## src/rtl/pll_supervisor_pkg.sv

```systemverilog
// ---------------------------------------------------------------------------
// pll_supervisor_pkg
// Shared definitions for the PLL lock supervisor: the FSM state encoding,
// which is also exported on the debug/CSR "state" port, and its width.
// ---------------------------------------------------------------------------
package pll_supervisor_pkg;

   localparam int STATE_W = 3;

   typedef enum logic [STATE_W-1:0] {
      RESET_PLL = 3'd0,
      WAIT_LOCK = 3'd1,
      STABLE    = 3'd2,
      RELEASE   = 3'd3,
      RUN       = 3'd4,
      FAULT     = 3'd5
   } state_e;

endpackage

```

## src/rtl/pll_lock_sync.sv

```systemverilog
// ---------------------------------------------------------------------------
// pll_lock_sync
// Two-flop synchroniser that brings the asynchronous PLL LOCK output into
// the reference-clock domain. Adds two cycles of latency.
//
// Ports:
//   clk_i   in  reference clock
//   rst_ni  in  asynchronous active-low reset (both flops clear to 0)
//   async_i in  asynchronous input (raw PLL LOCK)
//   sync_o  out synchronised copy of async_i
// ---------------------------------------------------------------------------
module pll_lock_sync (
   input  logic clk_i,
   input  logic rst_ni,
   input  logic async_i,
   output logic sync_o
);

   logic meta_q;
   logic sync_q;

   always_ff @(posedge clk_i or negedge rst_ni) begin
      if (!rst_ni) begin
         meta_q <= 1'b0;
         sync_q <= 1'b0;
      end else begin
         meta_q <= async_i;
         sync_q <= meta_q;
      end
   end

   assign sync_o = sync_q;

endmodule

```

## src/rtl/pll_lock_supervisor.sv

```systemverilog
// ---------------------------------------------------------------------------
// pll_lock_supervisor
// PLL bring-up and supervision sequencer running in the PLL reference-clock
// domain. Pulses the PLL reset, qualifies LOCK (debounce + timeout + retry),
// releases the downstream domain resets in staggered order and re-runs the
// whole sequence whenever lock is lost.
//
// Ports:
//   input_clk    in  reference clock (same clock as PLL CLKI)
//   reset_n      in  asynchronous active-low reset
//   pll_locked   in  raw PLL LOCK (asynchronous)
//   restart      in  single-cycle restart request, highest priority
//   pll_reset    out 1 = PLL held in reset
//   domain_reset out 1 = domain held in reset, bit 0 released first
//   ready        out all domains released and lock healthy
//   fault        out retry budget exhausted
//   state        out current FSM state (pll_supervisor_pkg::state_e)
//   loss_count   out lock-loss event counter, saturating at 255
//                    (present only when PLL_SUPERVISOR_LOSS_COUNT_EN is
//                    defined; cleared only by reset_n)
//
// Optional feature macro: PLL_SUPERVISOR_LOSS_COUNT_EN
// ---------------------------------------------------------------------------
module pll_lock_supervisor
   import pll_supervisor_pkg::*;
#(
   parameter int NUM_DOMAINS         = 4,
   parameter int RST_PULSE_CYCLES    = 16,
   parameter int LOCK_STABLE_CYCLES  = 1024,
   parameter int LOCK_TIMEOUT_CYCLES = 65536,
   parameter int STAGGER_CYCLES      = 8,
   parameter int MAX_RETRIES         = 3
) (
   input  logic                   input_clk,
   input  logic                   reset_n,
   input  logic                   pll_locked,
   input  logic                   restart,
   output logic                   pll_reset,
   output logic [NUM_DOMAINS-1:0] domain_reset,
   output logic                   ready,
   output logic                   fault,
   output logic [STATE_W-1:0]     state
`ifdef PLL_SUPERVISOR_LOSS_COUNT_EN
   ,
   output logic [7:0]             loss_count
`endif
);

   // Last RELEASE cycle index: the cycle on which the highest domain bit
   // drops. RUN is entered on the following edge.
   localparam int REL_LIM = (NUM_DOMAINS - 1) * STAGGER_CYCLES;

   localparam int PUL_W = $clog2(RST_PULSE_CYCLES) + 1;
   localparam int STB_W = $clog2(LOCK_STABLE_CYCLES) + 1;
   localparam int TMO_W = $clog2(LOCK_TIMEOUT_CYCLES) + 1;
   localparam int REL_W = $clog2(REL_LIM + 1) + 1;
   localparam int RTY_W = $clog2(MAX_RETRIES) + 1;

   logic                   lock_s;

   state_e                 state_q, state_d;
   logic [PUL_W-1:0]       pulse_q, pulse_d;
   logic [STB_W-1:0]       stb_q, stb_d;
   logic [TMO_W-1:0]       tmo_q, tmo_d;
   logic [REL_W-1:0]       rel_q, rel_d;
   logic [RTY_W-1:0]       retry_q, retry_d;

   logic                   pll_reset_q, pll_reset_d;
   logic [NUM_DOMAINS-1:0] dom_rst_q, dom_rst_d;
   logic                   ready_q, ready_d;
   logic                   fault_q, fault_d;

   logic                   tmo_hit;
   logic [RTY_W-1:0]       retry_inc;
   state_e                 tmo_state;

   pll_lock_sync u_lock_sync (
      .clk_i   (input_clk),
      .rst_ni  (reset_n),
      .async_i (pll_locked),
      .sync_o  (lock_s)
   );

   always_comb begin
      state_d = state_q;
      pulse_d = pulse_q;
      stb_d   = stb_q;
      tmo_d   = tmo_q;
      rel_d   = rel_q;
      retry_d = retry_q;

      // tmo_q counts completed WAIT_LOCK/STABLE cycles of this attempt, so
      // the timeout fires on the LOCK_TIMEOUT_CYCLES-th cycle.
      tmo_hit   = (tmo_q == TMO_W'(LOCK_TIMEOUT_CYCLES - 1));
      retry_inc = (retry_q == {RTY_W{1'b1}}) ? retry_q : retry_q + RTY_W'(1);
      tmo_state = ((MAX_RETRIES != 0) && (retry_inc == RTY_W'(MAX_RETRIES)))
                  ? FAULT : RESET_PLL;

      if (restart) begin
         state_d = RESET_PLL;
         pulse_d = '0;
         retry_d = '0;
      end else begin
         unique case (state_q)
            RESET_PLL: begin
               if (pulse_q == PUL_W'(RST_PULSE_CYCLES - 1)) begin
                  state_d = WAIT_LOCK;
                  tmo_d   = '0;
               end else begin
                  pulse_d = pulse_q + PUL_W'(1);
               end
            end
            WAIT_LOCK: begin
               if (tmo_hit) begin
                  state_d = tmo_state;
                  retry_d = retry_inc;
                  pulse_d = '0;
               end else begin
                  tmo_d = tmo_q + TMO_W'(1);
                  if (lock_s) begin
                     state_d = STABLE;
                     stb_d   = '0;
                  end
               end
            end
            STABLE: begin
               // Completing the stable count beats a coincident timeout.
               if (lock_s && (stb_q == STB_W'(LOCK_STABLE_CYCLES - 1))) begin
                  state_d = RELEASE;
                  rel_d   = '0;
               end else if (tmo_hit) begin
                  state_d = tmo_state;
                  retry_d = retry_inc;
                  pulse_d = '0;
               end else begin
                  tmo_d = tmo_q + TMO_W'(1);
                  if (!lock_s) begin
                     state_d = WAIT_LOCK;
                  end else begin
                     stb_d = stb_q + STB_W'(1);
                  end
               end
            end
            RELEASE: begin
               if (!lock_s) begin
                  state_d = RESET_PLL;
                  pulse_d = '0;
               end else if (rel_q == REL_W'(REL_LIM)) begin
                  state_d = RUN;
                  retry_d = '0;
               end else begin
                  rel_d = rel_q + REL_W'(1);
               end
            end
            RUN: begin
               if (!lock_s) begin
                  state_d = RESET_PLL;
                  pulse_d = '0;
               end
            end
            FAULT: begin
               state_d = FAULT;
            end
            default: begin
               state_d = RESET_PLL;
               pulse_d = '0;
            end
         endcase
      end
   end

   // Outputs are registered from the next state so every reset line changes
   // cleanly on the same edge as the state register.
   always_comb begin
      pll_reset_d = (state_d == RESET_PLL) || (state_d == FAULT);
      ready_d     = (state_d == RUN);
      fault_d     = (state_d == FAULT);
      dom_rst_d   = '1;
      for (int i = 0; i < NUM_DOMAINS; i++) begin
         if (state_d == RUN) begin
            dom_rst_d[i] = 1'b0;
         end else if (state_d == RELEASE) begin
            dom_rst_d[i] = (int'(rel_d) < i * STAGGER_CYCLES);
         end
      end
   end

   always_ff @(posedge input_clk or negedge reset_n) begin
      if (!reset_n) begin
         state_q     <= RESET_PLL;
         pulse_q     <= '0;
         stb_q       <= '0;
         tmo_q       <= '0;
         rel_q       <= '0;
         retry_q     <= '0;
         pll_reset_q <= 1'b1;
         dom_rst_q   <= '1;
         ready_q     <= 1'b0;
         fault_q     <= 1'b0;
      end else begin
         state_q     <= state_d;
         pulse_q     <= pulse_d;
         stb_q       <= stb_d;
         tmo_q       <= tmo_d;
         rel_q       <= rel_d;
         retry_q     <= retry_d;
         pll_reset_q <= pll_reset_d;
         dom_rst_q   <= dom_rst_d;
         ready_q     <= ready_d;
         fault_q     <= fault_d;
      end
   end

   assign pll_reset    = pll_reset_q;
   assign domain_reset = dom_rst_q;
   assign ready        = ready_q;
   assign fault        = fault_q;
   assign state        = state_q;

`ifdef PLL_SUPERVISOR_LOSS_COUNT_EN
   logic [7:0] loss_cnt_q, loss_cnt_d;
   logic       loss_ev;

   // A lock-loss exit only counts when restart is not taking priority.
   always_comb begin
      loss_ev    = !restart && !lock_s && ((state_q == RELEASE) || (state_q == RUN));
      loss_cnt_d = loss_cnt_q;
      if (loss_ev && (loss_cnt_q != 8'hFF)) begin
         loss_cnt_d = loss_cnt_q + 8'd1;
      end
   end

   always_ff @(posedge input_clk or negedge reset_n) begin
      if (!reset_n) begin
         loss_cnt_q <= 8'd0;
      end else begin
         loss_cnt_q <= loss_cnt_d;
      end
   end

   assign loss_count = loss_cnt_q;
`endif

endmodule

```

## config.mk

```make
export PLATFORM = sky130hd
export DESIGN_NAME = pll_lock_supervisor
export DESIGN_NICKNAME = d
export VERILOG_FILES = /design/src/rtl/pll_supervisor_pkg.sv /design/src/rtl/pll_lock_sync.sv /design/src/rtl/pll_lock_supervisor.sv
export SDC_FILE = /design/constraint.sdc
export NUM_CORES = 1
export LEC_CHECK = 0
export CORE_ASPECT_RATIO = 0.5
export CORE_UTILIZATION = 25
export CTS_CLUSTER_DIAMETER = 120
export DETAILED_ROUTE_END_ITERATION = 16
export PLACE_DENSITY = 0.36
export SKIP_LAST_GASP = 1
export SLEW_MARGIN = 20
export SYNTH_ARGS = -nofsm -noshare
export SYNTH_HDL_FRONTEND = slang
export SYNTH_SLANG_ARGS = --single-unit
export TNS_END_PERCENT = 100
```

## constraint.sdc

```tcl
create_clock -name input_clk -period 3.6 [get_ports input_clk]
set_clock_uncertainty 0.2 [all_clocks]
set_input_delay 1.08 -clock input_clk [delete_from_list [all_inputs] [get_ports input_clk]]
set_output_delay 1.08 -clock input_clk [all_outputs]
set_load 0.02 [all_outputs]
```

# Word level (Yosys, flattened, before mapping)
# Cells that the tools add are included.
op_classes:
  addsub: 5
  order_cmp: 3
  n_eq_ne: 26
  muxes: 48
  n_bitwise: 1
  n_reduce_logical: 12
ops:
  columns: ["op", "count"]
  rows:
  - ["11-bit two-way mux", 5]
  - ["17-bit two-way mux", 3]
  - ["3-bit two-way mux", 17]
  - ["17-bit one-hot mux with 3 select lines", 1]
  - ["5-bit two-way mux", 5]
  - ["5-bit one-hot mux with 5 select lines", 1]
  - ["6-bit two-way mux", 4]
  - ["11-bit one-hot mux with 2 select lines", 1]
  - ["3-bit one-hot mux with 6 select lines", 1]
  - ["17-bit by 1-bit adder with 17-bit output, second input constant", 1]
  - ["17-bit by 16-bit equality test with 1-bit output, second input constant", 1]
  - ["3-bit equality test, second input constant", 5]
  - ["3-bit by 2-bit equality test with 1-bit output, second input constant", 4]
  - ["6-bit by 5-bit < comparator with 1-bit output, second input constant", 2]
  - ["3-bit != test, second input constant", 4]
  - ["6-bit one-hot mux with 2 select lines", 1]
  - ["4-bit AND reduction", 3]
  - ["11-bit by 1-bit adder with 11-bit output, second input constant", 1]
  - ["11-bit by 10-bit equality test with 1-bit output, second input constant", 1]
  - ["2-bit != test, second input constant", 5]
  - ["3-bit one-hot mux with 3 select lines", 1]
  - ["1-bit two-way mux", 8]
  - ["7-bit AND reduction", 1]
  - ["6-bit by 1-bit adder with 6-bit output, second input constant", 1]
  - ["16 further kinds", 18]
word_totals:
  regBits: 54
  input_bits: 4
  output_inout_bits: 10
  wordCells: 107

# Logic depth before layout (Yosys ltp)
# Gate-level depths: netlist of run 1.
depth:
  depth_word: 11
  mapped_depth: 12
  mapped_depth_nobuf: 10

# Cells and area by module
# A second synthesis of run 1 with hierarchy kept.
hier_totals:
  hier_cells: 322
  area_unflattened_um2: 3026.7
by_module_without_submodules:
  columns: ["mod", "instances", "cells_per_inst", "area_per_inst_um2", "seq_area_each_um2"]
  rows:
  - ["pll_lock_supervisor", 1, 320, 2976.6, 1307.5]
  - ["pll_lock_sync", 1, 2, 50.0, 50.0]

# Least setup slack after synthesis of run 1
# OpenSTA, ideal clock, no wires.
synth_path:
  path_type: "input to register"
  start: "input restart"
  end: "register tmo_q[9]"
  setup_time_ns: 0.078
  arrival_time_ns: 2.478
  t_required_ns: 3.322
  path_slack_ns: 0.844
  path_stages: 5
  path_buffers: 1
  cell_sequence: "or2_2 -> or3_1 -> buf_2 -> or4_1 -> a21oi_1"
synth_between:
  elab_chain_cells: 2
synth_rtl:
  columns: ["element", "line_no", "source"]
  rows:
  - ["from (decl)", "pll_lock_supervisor.sv:37", "input logic restart,"]
  - ["1-bit NOT (no source line)", null, null]
  - ["4-bit AND reduction (no source line)", null, null]
  - ["to (signal assigned)", "pll_lock_supervisor.sv:204", "tmo_q <= tmo_d;"]
  - ["to (decl)", "pll_lock_supervisor.sv:64", "logic [TMO_W-1:0] tmo_q, tmo_d;"]
# Every way passes these cells.
# A chain may end at the register's enable or synchronous reset.

# Worst setup path in the final report of run 1
layout_path:
  start: "input tmo_q[6]"
  end: "register pulse_q[3]"
layout_between:
  elab_chain_cells: 5
layout_rtl:
  columns: ["element", "line_no", "source"]
  rows:
  - ["17-bit by 16-bit equality test with 1-bit output (*)", "pll_lock_supervisor.sv:94", "tmo_hit = (tmo_q == TMO_W'(LOCK_TIMEOUT_CYCLES - 1));"]
  - ["5-bit two-way mux (*)", null, null]
  - ["5-bit two-way mux", null, null]
  - ["5-bit one-hot mux with 5 select lines (*)", null, null]
  - ["5-bit two-way mux (*)", null, null]
  - ["to (signal assigned)", "pll_lock_supervisor.sv:202", "pulse_q <= pulse_d;"]
  - ["to (decl)", "pll_lock_supervisor.sv:62", "logic [PUL_W-1:0] pulse_q, pulse_d;"]
# Every way passes the cells marked *; elsewhere a longest branch is shown, timed or not. The select of a mux whose other input is x is not followed.

==> results of run 1 <==
-- placed cells by master, fill, tap and decap left out, types with 5 or more instances in the layout --
cell type        Yosys  layout
ha_1                 9       9
dfrtp_1             49      49
nand2b_1             5       5
dfstp_2              5       5
xnor2_1              9       9
o21ai_0             17      17
nand4_1              7       7
nor4_1               7       7
nand2_1             32      32
o31ai_1             12      12
a21oi_1             20      20
clkbuf_16            0       5
and3_1               5       5
or2_2                5       5
nor3_1              11      11
nor2_1              18      18
or4_1                7       7
or3_1                6       6
clkdlybuf4s50_1      0      12
nor2b_1             10      10
buf_4                1      12
inv_1               16      16
nand3_1             16      16
-- worst register-to-register path: stages (launching register included) --
cell     delay, ns
dfrtp_1       0.43
and4_1        0.29
and4_1        0.28
nand3_1       0.13
nor3_1        0.34
ha_1          0.38
nor3_1        0.09
o41a_1        0.53
or2_1         0.31
o31ai_1       0.22
-- repair_timing --
item                       in CTS  in global routing
setup endpoints to repair       0                  4
hold buffers                    0                  0
gates resized for setup         0                  1
-- layer usage --
layer,wire length [um],vias up,global-route usage (%)
li1,-,1286,-
met1,4250,1313,18.3
met2,3480,28,21.0
met3,225,7,2.98
met4,72,0,3.49
met5,0,-,0
-- worst max path at each step --
stage	slack [ns]	cells after the start	from	endpoint
6_report	0.30	9	tmo_q[6]	pulse_q[3]
3_5_place_dp	0.19	5	restart	stb_q[0]
5_1_grt	0.01	10	tmo_q[6]	domain_reset[3]
4_1_cts	0.20	10	tmo_q[6]	domain_reset[1]
2_1_floorplan	0.84	5	restart	tmo_q[9]
3_3_place_gp	0.22	5	restart	stb_q[0]
-- registers in the layout, summed over array words and instances, names as in the netlist --
name,flops
stb_q,11
u_lock_sync.sync_o,1
fault,1
u_lock_sync.meta_q,1
state,3
pulse_q,5
tmo_q,17
domain_reset,4
pll_reset,1
retry_q,3
rel_q,6
ready,1
-- stage by stage --
stage | utilization (%) | setup WS [ns] | area, um^2 | cells
final | 30.1 | 0.304 | 3640 | 523
after global routing | 30.1 | 0.0122 | 3640 | 523
after CTS | 30.1 | 0.196 | 3630 | 523
after detailed placement | 29.0 | 0.185 | 3500 | 516
after global placement | 29.0 | 0.217 | 3500 | 516
after floorplan | - | 0.844 | 3170 | 341
-- power by group --
group          switching [mW]  internal, mW  total [mW]
Clock                   0.220         0.256       0.475
Combinational          0.0281        0.0158      0.0438
Sequential             0.0109         0.618       0.629
Total                   0.259         0.890        1.15
-- cells by family (layout without fill, tap and decap cells) --
family	after synthesis	count (layout)	synth area share (%)
AOI/OAI and AO/OA	77	77	15.9
buffers and inverters	31	48	4.66
DFF	54	54	42.9
muxes	2	2	0.711
xor gates and xnor gates	10	10	2.76
adders and majority gates	9	9	3.55
and+or+nand+nor	158	158	29.5
-- final cells by class --
type | instances | area [um^2] | area share (%)
Clock buffer | 7 | 133 | 3.65
Sequential cell | 54 | 1360 | 37.3
Inverter | 16 | 60.1 | 1.65
Tap cell | 165 | 206 | 5.68
Multi-Input combinational cell | 256 | 1660 | 45.8
Timing Repair Buffer | 25 | 215 | 5.92
==> flow_summary.json, run 1 <==
{
  "status": "finished, final reports clean",
  "wl_um": 8030,
  "cpPeakStageDelay_ns": 0.53,
  "syn_inst": 341,
  "cp_top_family": "simple AND/OR/NAND/NOR gates",
  "grt_pass1_wl_um": 13600,
  "rows": 28,
  "drive_gt1_share_pct": 10.3,
  "vias": 2634,
  "synthTopCellsByCount": "dfrtp_1, nand2_1, a21oi_1, nor2_1, o21ai_0",
  "die_h_um": 81.6,
  "synth_edf_count": 0,
  "grt_max_degree": 55,
  "maxSlewHeadroom_pct": 51.9,
  "cts_tree": "yes",
  "dp_hpwl_um": 5870,
  "die_x_um": 161,
  "min_from": "u_lock_sync.meta_q",
  "fin_nets": 371,
  "htreeDepth": 2,
  "core_area_um2": 12100,
  "grt_overflow": 0,
  "totalPowerFinal_mw": 1.15,
  "reg2reg_slack_ns": 0.30,
  "yosysWarnings": 0,
  "ys_top_cells_by_area": "dfrtp_1, dfstp_2, nand2_1, ha_1, a21oi_1",
  "synth-main-ff-cell": "dfrtp_1",
  "cp.buffers_inverters": 0,
  "finalHoldWorstSlack_ns": 0.155,
  "setup_violations": 0,
  "power_density_nw_per_um2": 316,
  "worstHoldEndpoint": "u_lock_sync.sync_o",
  "drt-pass1-iter-count": 4,
  "crit_path_max_fanout": 8,
  "slew_violations": 0,
  "gp_congestion": 0.776,
  "ys_ff_latch": 54,
  "reg2reg_depth": 9,
  "fmax_mhz": 303,
  "drt_iter0_drc": 157,
  "numCtsBuffers": 5,
  "ys_seq_area_share_pct": 42.9,
  "synthToLayoutAreaGrowth_pct": 14.8,
  "n_fill_cell": 1293,
  "path_cells": "and4_1, and4_1, nand3_1, nor3_1, ha_1, nor3_1, o41a_1, or2_1, o31ai_1",
  "root_buffer": "clkbuf_16",
  "start_util_pct": 26.2,
  "die_area_um2": 13200,
  "worstMarginPinSlew_ns": 0.721,
  "maxCapViolations": 0,
  "via_per_inst": 5.04,
  "synth_top_area_share_pct": 38.7,
  "first_global_vias": 2628,
  "rsz0062_at_grt": "false",
  "crit_type": "flop to flop",
  "yosysMostFrequentCell": "dfrtp_1",
  "clk_pin_slew_ns": 0.07,
  "critPathCaptureType": "flop",
  "yosysUniqueCellTypes": 63,
  "synth.avg_cell_area_um2": 9.29,
  "io_pins": 14,
  "vdd_drop_max_v": 0.000168,
  "reg2reg_to": "pulse_q[3]",
  "async_flop_share_pct": 100,
  "syn-num-nets": 354,
  "hp-class": "flop to flop",
  "cp.required_ns": 3.59,
  "p_leak_nw": 1.45,
  "r2r-start": "tmo_q[6]",
  "tns_ns": 0,
  "fin_crit_sh_pct": 91.5,
  "antennaDiodeCount": 0,
  "ant_nets": 0,
  "fin_crit_ns": 3.30,
  "drc_errors": 0,
  "synth_area_leader_cell": "dfrtp_1",
  "antenna_found_initial": 0,
  "worstPathArrival_ns": 3.29,
  "detail_route.wl_per_cell_um": 15.4,
  "clock_latency_ns": 0.29,
  "grt_usage_pct": 13.2,
  "clockBufferDepth": 2,
  "worst_setup_path_start_kind": "flop",
  "syn_area_um2": 3170,
  "critPathSlowestCell": "o41a_1",
  "port_buffers": 13,
  "clock-sinks": 54,
  "finalHoldViolCount": 0,
  "postCtsSetupRepairBufs": 0,
  "min_delay_path_depth": 0
}
No activity file was read; power rests on OpenSTA's default activity.
==> run 2, diff against run 1 <==
--- a/config.mk
+++ b/config.mk
@@ -10,6 +10,7 @@
 export CTS_CLUSTER_DIAMETER = 120
 export DETAILED_ROUTE_END_ITERATION = 16
 export PLACE_DENSITY = 0.36
+export RECOVER_POWER = 100
 export SKIP_LAST_GASP = 1
 export SLEW_MARGIN = 20
 export SYNTH_ARGS = -nofsm -noshare
==> run 2 against run 1 <==
Effect of this change:
- design area shrank 1.1%
- highest routed layer unchanged
- cell count is the same
- die area is the same
- sequential share of layout area grew 0.42 points
- sequential power is essentially flat
- largest cell class unchanged
- via count is the same
- global-route usage is the same
- setup slack gained 0.015 ns
- critical endpoint unchanged
- sequential cell count is the same
- worst hold slack is essentially flat
- register-to-register slack is essentially flat
==> flow_summary.json, run 2 (same netlist as run 1, synthesis figures left out) <==
{
  "dp_hpwl_um": 5870,
  "drt-pass1-iter-count": 4,
  "drc_errors": 0,
  "reg2reg_slack_ns": 0.32,
  "min_from": "u_lock_sync.meta_q",
  "cp_top_family": "simple AND/OR/NAND/NOR gates",
  "p_int_mw": 0.888,
  "top_register": "tmo_q",
  "postCtsSetupRepairBufs": 0,
  "root_buffer": "clkbuf_16",
  "grt_max_degree": 55,
  "wl_um": 7990,
  "mostFrequentLayoutCell": "dfrtp_1",
  "min_delay_path_depth": 0,
  "crit_path_max_fanout": 8,
  "maxCapViolations": 0,
  "drt_iter0_drc": 158,
  "power_density_nw_per_um2": 319,
  "antennaDiodeCount": 0,
  "place_ws_ns": 0.185,
  "critPathCaptureType": "flop",
  "reg2reg_to": "pulse_q[3]",
  "combPwrFrac_pct": 3.7,
  "die_area_um2": 13200,
  "critPathSlowestCell": "o41a_1",
  "largest_reg_flops": 17,
  "drive_gt1_share_pct": 8.10,
  "path_cells": "and4_1, and4_1, nand3_1, nor3_1, ha_1, nor3_1, o41a_1, or2_0, o31ai_1",
  "status": "finished, final reports clean",
  "via_per_inst": 5.04,
  "crit_type": "flop to flop",
  "fmax_mhz": 305,
  "regArea_um2": 1360,
  "first_global_vias": 2628,
  "htreeDepth": 2,
  "pwr-share-seq_pct": 54.8,
  "switching_share_pct": 22.6,
  "worstPathArrival_ns": 3.28,
  "core_area_um2": 12100,
  "setup_slack_ns": 0.319,
  "clock_latency_ns": 0.29,
  "rsz0062_at_grt": "false",
  "clockBufferDepth": 2,
  "setup_violations": 0,
  "port_buffers": 13,
  "grt_overflow": 0,
  "io_pins": 14,
  "final_cell_mix": "dfrtp_1, nand2_1, a21oi_1",
  "cp.required_ns": 3.59,
  "power.switching_mw": 0.259,
  "grt_pass1_wl_um": 13600,
  "vias": 2634,
  "n_fill_cell": 1298,
  "cpPeakStageDelay_ns": 0.53,
  "r2r-start": "tmo_q[6]",
  "gp_congestion": 0.776,
  "vdd_drop_max_v": 0.000168,
  "worstHoldEndpoint": "u_lock_sync.sync_o",
  "rows": 28,
  "worst_setup_path_start_kind": "flop",
  "detail_route.wl_per_cell_um": 15.3,
  "p_leak_nw": 1.44,
  "cp.buffers_inverters": 0,
  "cts_tree": "yes",
  "clock-sinks": 54,
  "fin_nets": 371,
  "worstMarginPinSlew_ns": 1.39,
  "die_h_um": 81.6,
  "die_x_um": 161,
  "synthToLayoutAreaGrowth_pct": 13.5,
  "clk_pin_slew_ns": 0.07,
  "multiInputGateArea_um2": 1650,
  "maxSlewHeadroom_pct": 7.48,
  "ant_nets": 0,
  "start_util_pct": 26.2,
  "numCtsBuffers": 5,
  "hp-class": "flop to flop",
  "finalHoldViolCount": 0,
  "fin_crit_ns": 3.28,
  "fin_crit_sh_pct": 91.1,
  "cp.depth": 9,
  "reg2reg_depth": 9,
  "grt_usage_pct": 13.2,
  "tns_ns": 0,
  "slew_violations": 0,
  "finalHoldWorstSlack_ns": 0.155,
  "p_clk_share_pct": 41.5,
  "antenna_found_initial": 0,
  "largest_registers": "tmo_q (17), stb_q (11), rel_q (6)"
}
## run 2: cell types whose count changed in the layout (fill, tap and decap cells not counted), sizes merged
cell           delta
buf               -6
clkbuf            +6
clkdlybuf4s50    -12
dlygate4sd3      +12
## run 2: timing repair
| item | CTS | global route |
|---|---|---|
| resized for setup | 0 | 1 |
| endpoints found under the setup margin | 0 | 4 |
| hold buffers | 0 | 0 |
## run 2: cell type report
class                           instances  share of cell area [%]
Inverter                               16                    1.67
Timing Repair Buffer                   25                    5.39
Multi-Input combinational cell        256                    45.8
Clock buffer                            7                    3.69
Tap cell                              165                    5.74
Sequential cell                        54                    37.8
## run 2: per-layer routing
metal / routed length (um) / global-route usage [%] / part of all wire, %
met1: 4160 / 18.3 / 52
met2: 3450 / 21.0 / 43
met3: 308 / 2.98 / 3.9
met4: 72 / 3.49 / 0.90
met5: 0 / 0 / 0
## run 2: power by group through the flow
stage	clock network (mW)	logic (mW)	registers (mW)
2_1_floorplan	0	0.0233	0.637
3_3_place_gp	0	0.0443	0.641
3_5_place_dp	0	0.0460	0.641
4_1_cts	0.493	0.0461	0.629
5_1_grt	0.519	0.0503	0.631
6_report	0.476	0.0422	0.629
## run 2: worst max path at each step
stage / start / end / slack (ns)
finish: tmo_q[6] / pulse_q[3] / 0.32
CTS: tmo_q[6] / domain_reset[1] / 0.20
detailed placement: restart / stb_q[0] / 0.19
global route: tmo_q[6] / tmo_q[11] / 0.01
floorplan: restart / tmo_q[9] / 0.84
global placement: restart / stb_q[0] / 0.22
## run 2: stage by stage
stage / power (mW) / area (um^2) / utilization, % / cells
after CTS: 1.17 / 3630 / 30.1 / 523
after global placement: 0.685 / 3500 / 29.0 / 516
after global routing: 1.20 / 3600 / 29.8 / 523
after detailed placement: 0.687 / 3500 / 29.0 / 516
final: 1.15 / 3600 / 29.8 / 523
after floorplan: 0.660 / 3170 / - / 341
==> run 3, diff against run 2 <==
--- a/config.mk
+++ b/config.mk
@@ -7,6 +7,7 @@
 export LEC_CHECK = 0
 export CORE_ASPECT_RATIO = 0.5
 export CORE_UTILIZATION = 25
+export CTS_BUF_LIST = sky130_fd_sc_hd__clkbuf_4 sky130_fd_sc_hd__clkbuf_8
 export CTS_CLUSTER_DIAMETER = 120
 export DETAILED_ROUTE_END_ITERATION = 16
 export PLACE_DENSITY = 0.36
==> run 3 against run 2 <==
Effect of this change:
- routed wire length about the same
- register-to-register slack got worse by 0.04 ns
- via count shrank 0.84%
- die area is the same
- global-route usage decreased by 0.12 points
- first-iteration DRC count decreased by 9.5%
- power down 11%
- sequential cell count unchanged
- worst hold slack better by 0.0057 ns
- critical path depth is the same
- cell count stayed put
- clock power down 26%
- critical path type unchanged
- critical endpoint unchanged
- highest routed layer unchanged
==> flow_summary.json, run 3 (same netlist as run 1, synthesis figures left out) <==
{
  "worstPathArrival_ns": 3.34,
  "largest_registers": "tmo_q (17), stb_q (11), rel_q (6)",
  "gp_congestion": 0.776,
  "largest_reg_flops": 17,
  "grt_overflow": 0,
  "rsz0062_at_grt": "false",
  "p_int_mw": 0.783,
  "reg2reg_to": "pulse_q[3]",
  "dpl.cell_count": 516,
  "cp.buffers_inverters": 0,
  "power_density_nw_per_um2": 289,
  "detail_route.wl_per_cell_um": 15.3,
  "root_buffer": "clkbuf_8",
  "io_pins": 14,
  "cp.required_ns": 3.62,
  "clk_pin_slew_ns": 0.10,
  "vdd_drop_max_v": 0.000128,
  "fmax_mhz": 301,
  "dp_hpwl_um": 5870,
  "fin_crit_ns": 3.32,
  "mostFrequentLayoutCell": "dfrtp_1",
  "clock_latency_ns": 0.31,
  "slew_violations": 0,
  "first_global_vias": 2628,
  "drt-pass1-iter-count": 4,
  "hp-class": "flop to flop",
  "min_from": "u_lock_sync.meta_q",
  "tns_ns": 0,
  "grt_max_degree": 55,
  "worstMarginPinSlew_ns": 1.39,
  "drive_gt1_share_pct": 8.66,
  "pwr-share-seq_pct": 61.5,
  "rows": 28,
  "combPwrFrac_pct": 4.1,
  "p_leak_nw": 1.42,
  "maxSlewHeadroom_pct": 7.52,
  "critPathCaptureType": "flop",
  "postCtsSetupRepairBufs": 0,
  "ant_nets": 0,
  "reg2reg_slack_ns": 0.28,
  "r2r-start": "tmo_q[6]",
  "worstHoldEndpoint": "u_lock_sync.sync_o",
  "min_delay_path_depth": 0,
  "die_x_um": 161,
  "core_area_um2": 12100,
  "numCtsBuffers": 5,
  "top_register": "tmo_q",
  "path_cells": "and4_1, and4_1, nand3_1, nor3_1, ha_1, nor3_1, o41a_1, or2_0, o31ai_1",
  "power.switching_mw": 0.241,
  "dr.max_layer_used": "met4",
  "fin_area_um2": 3550,
  "die_area_um2": 13200,
  "stdcell_count": 523,
  "vias": 2612,
  "crit_type": "flop to flop",
  "finalHoldViolCount": 0,
  "grt_pass1_wl_um": 13600,
  "totalPowerFinal_mw": 1.02,
  "wl_um": 7990,
  "final_cell_mix": "dfrtp_1, nand2_1, a21oi_1",
  "cts_resized": 0,
  "antenna_found_initial": 0,
  "crit_path_max_fanout": 8,
  "cp_top_family": "simple AND/OR/NAND/NOR gates",
  "clockBufferDepth": 2,
  "fin_crit_sh_pct": 92.3,
  "setup_violations": 0,
  "start_util_pct": 26.2,
  "maxCapViolations": 0,
  "status": "finished, final reports clean",
  "grt_usage_pct": 13.1,
  "cts_tree": "yes",
  "wl_met3_um": 211,
  "p_clk_share_pct": 34.4,
  "htreeDepth": 2,
  "critPathSlowestCell": "o41a_1",
  "die_h_um": 81.6,
  "cpPeakStageDelay_ns": 0.54,
  "switching_share_pct": 23.5,
  "drt_iter0_drc": 143,
  "synthToLayoutAreaGrowth_pct": 12.0,
  "worst_setup_path_start_kind": "flop",
  "dpl-instance-area_um2": 3500,
  "m1WireLength_um": 4240,
  "reg2reg_depth": 9,
  "clock-sinks": 54,
  "antennaDiodeCount": 0,
  "fin_nets": 371,
  "port_buffers": 13,
  "via_per_inst": 4.99,
  "cts_hold_buffers": 0,
  "drc_errors": 0,
  "wl_met2_um": 3470
}
run 3: cell counts in the layout (fill, tap and decap cells not counted):
No cell type changed its count.
run 3: cell type report:
| class | count | area (um^2) |
|---|---|---|
| fill | 1303 | 8540 |
| multi-input combinational | 256 | 1650 |
| sequential | 54 | 1360 |
| tap | 165 | 206 |
| timing repair buffer | 25 | 194 |
| clock buffer | 7 | 83.8 |
| inverter | 16 | 60.1 |
run 3: metrics by stage:
step / utilization, % / worst slack [ns] / hold slack, ns
final: 29.3 / 0.277 / 0.161
after global routing: 29.3 / 0.00936 / 0.166
after CTS: 29.7 / 0.192 / 0.165
after detailed placement: 29.0 / 0.185 / 0.143
after global placement: 29.0 / 0.217 / 0.139
after floorplan: - / 0.844 / 0.131
run 3: power by group through the flow:
stage	Combinational, mW	Sequential (mW)	Clock, mW
finish	0.0422	0.629	0.352
global route	0.0504	0.632	0.392
CTS	0.0461	0.629	0.374
detailed placement	0.0460	0.641	0
global placement	0.0443	0.641	0
floorplan	0.0233	0.637	0
run 3: worst max path at each step:
| stage | start | to | slack (ns) | cells past startpoint |
|---|---|---|---|---|
| after global routing | tmo_q[6] | domain_reset[3] | 0.009 | 10 |
| final | tmo_q[6] | pulse_q[3] | 0.28 | 9 |
| after floorplan | restart | tmo_q[9] | 0.84 | 5 |
| after detailed placement | restart | stb_q[0] | 0.19 | 5 |
| after CTS | tmo_q[6] | domain_reset[1] | 0.19 | 10 |
| after global placement | restart | stb_q[0] | 0.22 | 5 |
run 3: layer usage:
layer	up-vias	track usage, %
met1	1303	18.2
met4	0	2.92
met3	7	2.83
met2	20	21.0
met5	-	0
li1	1282	-
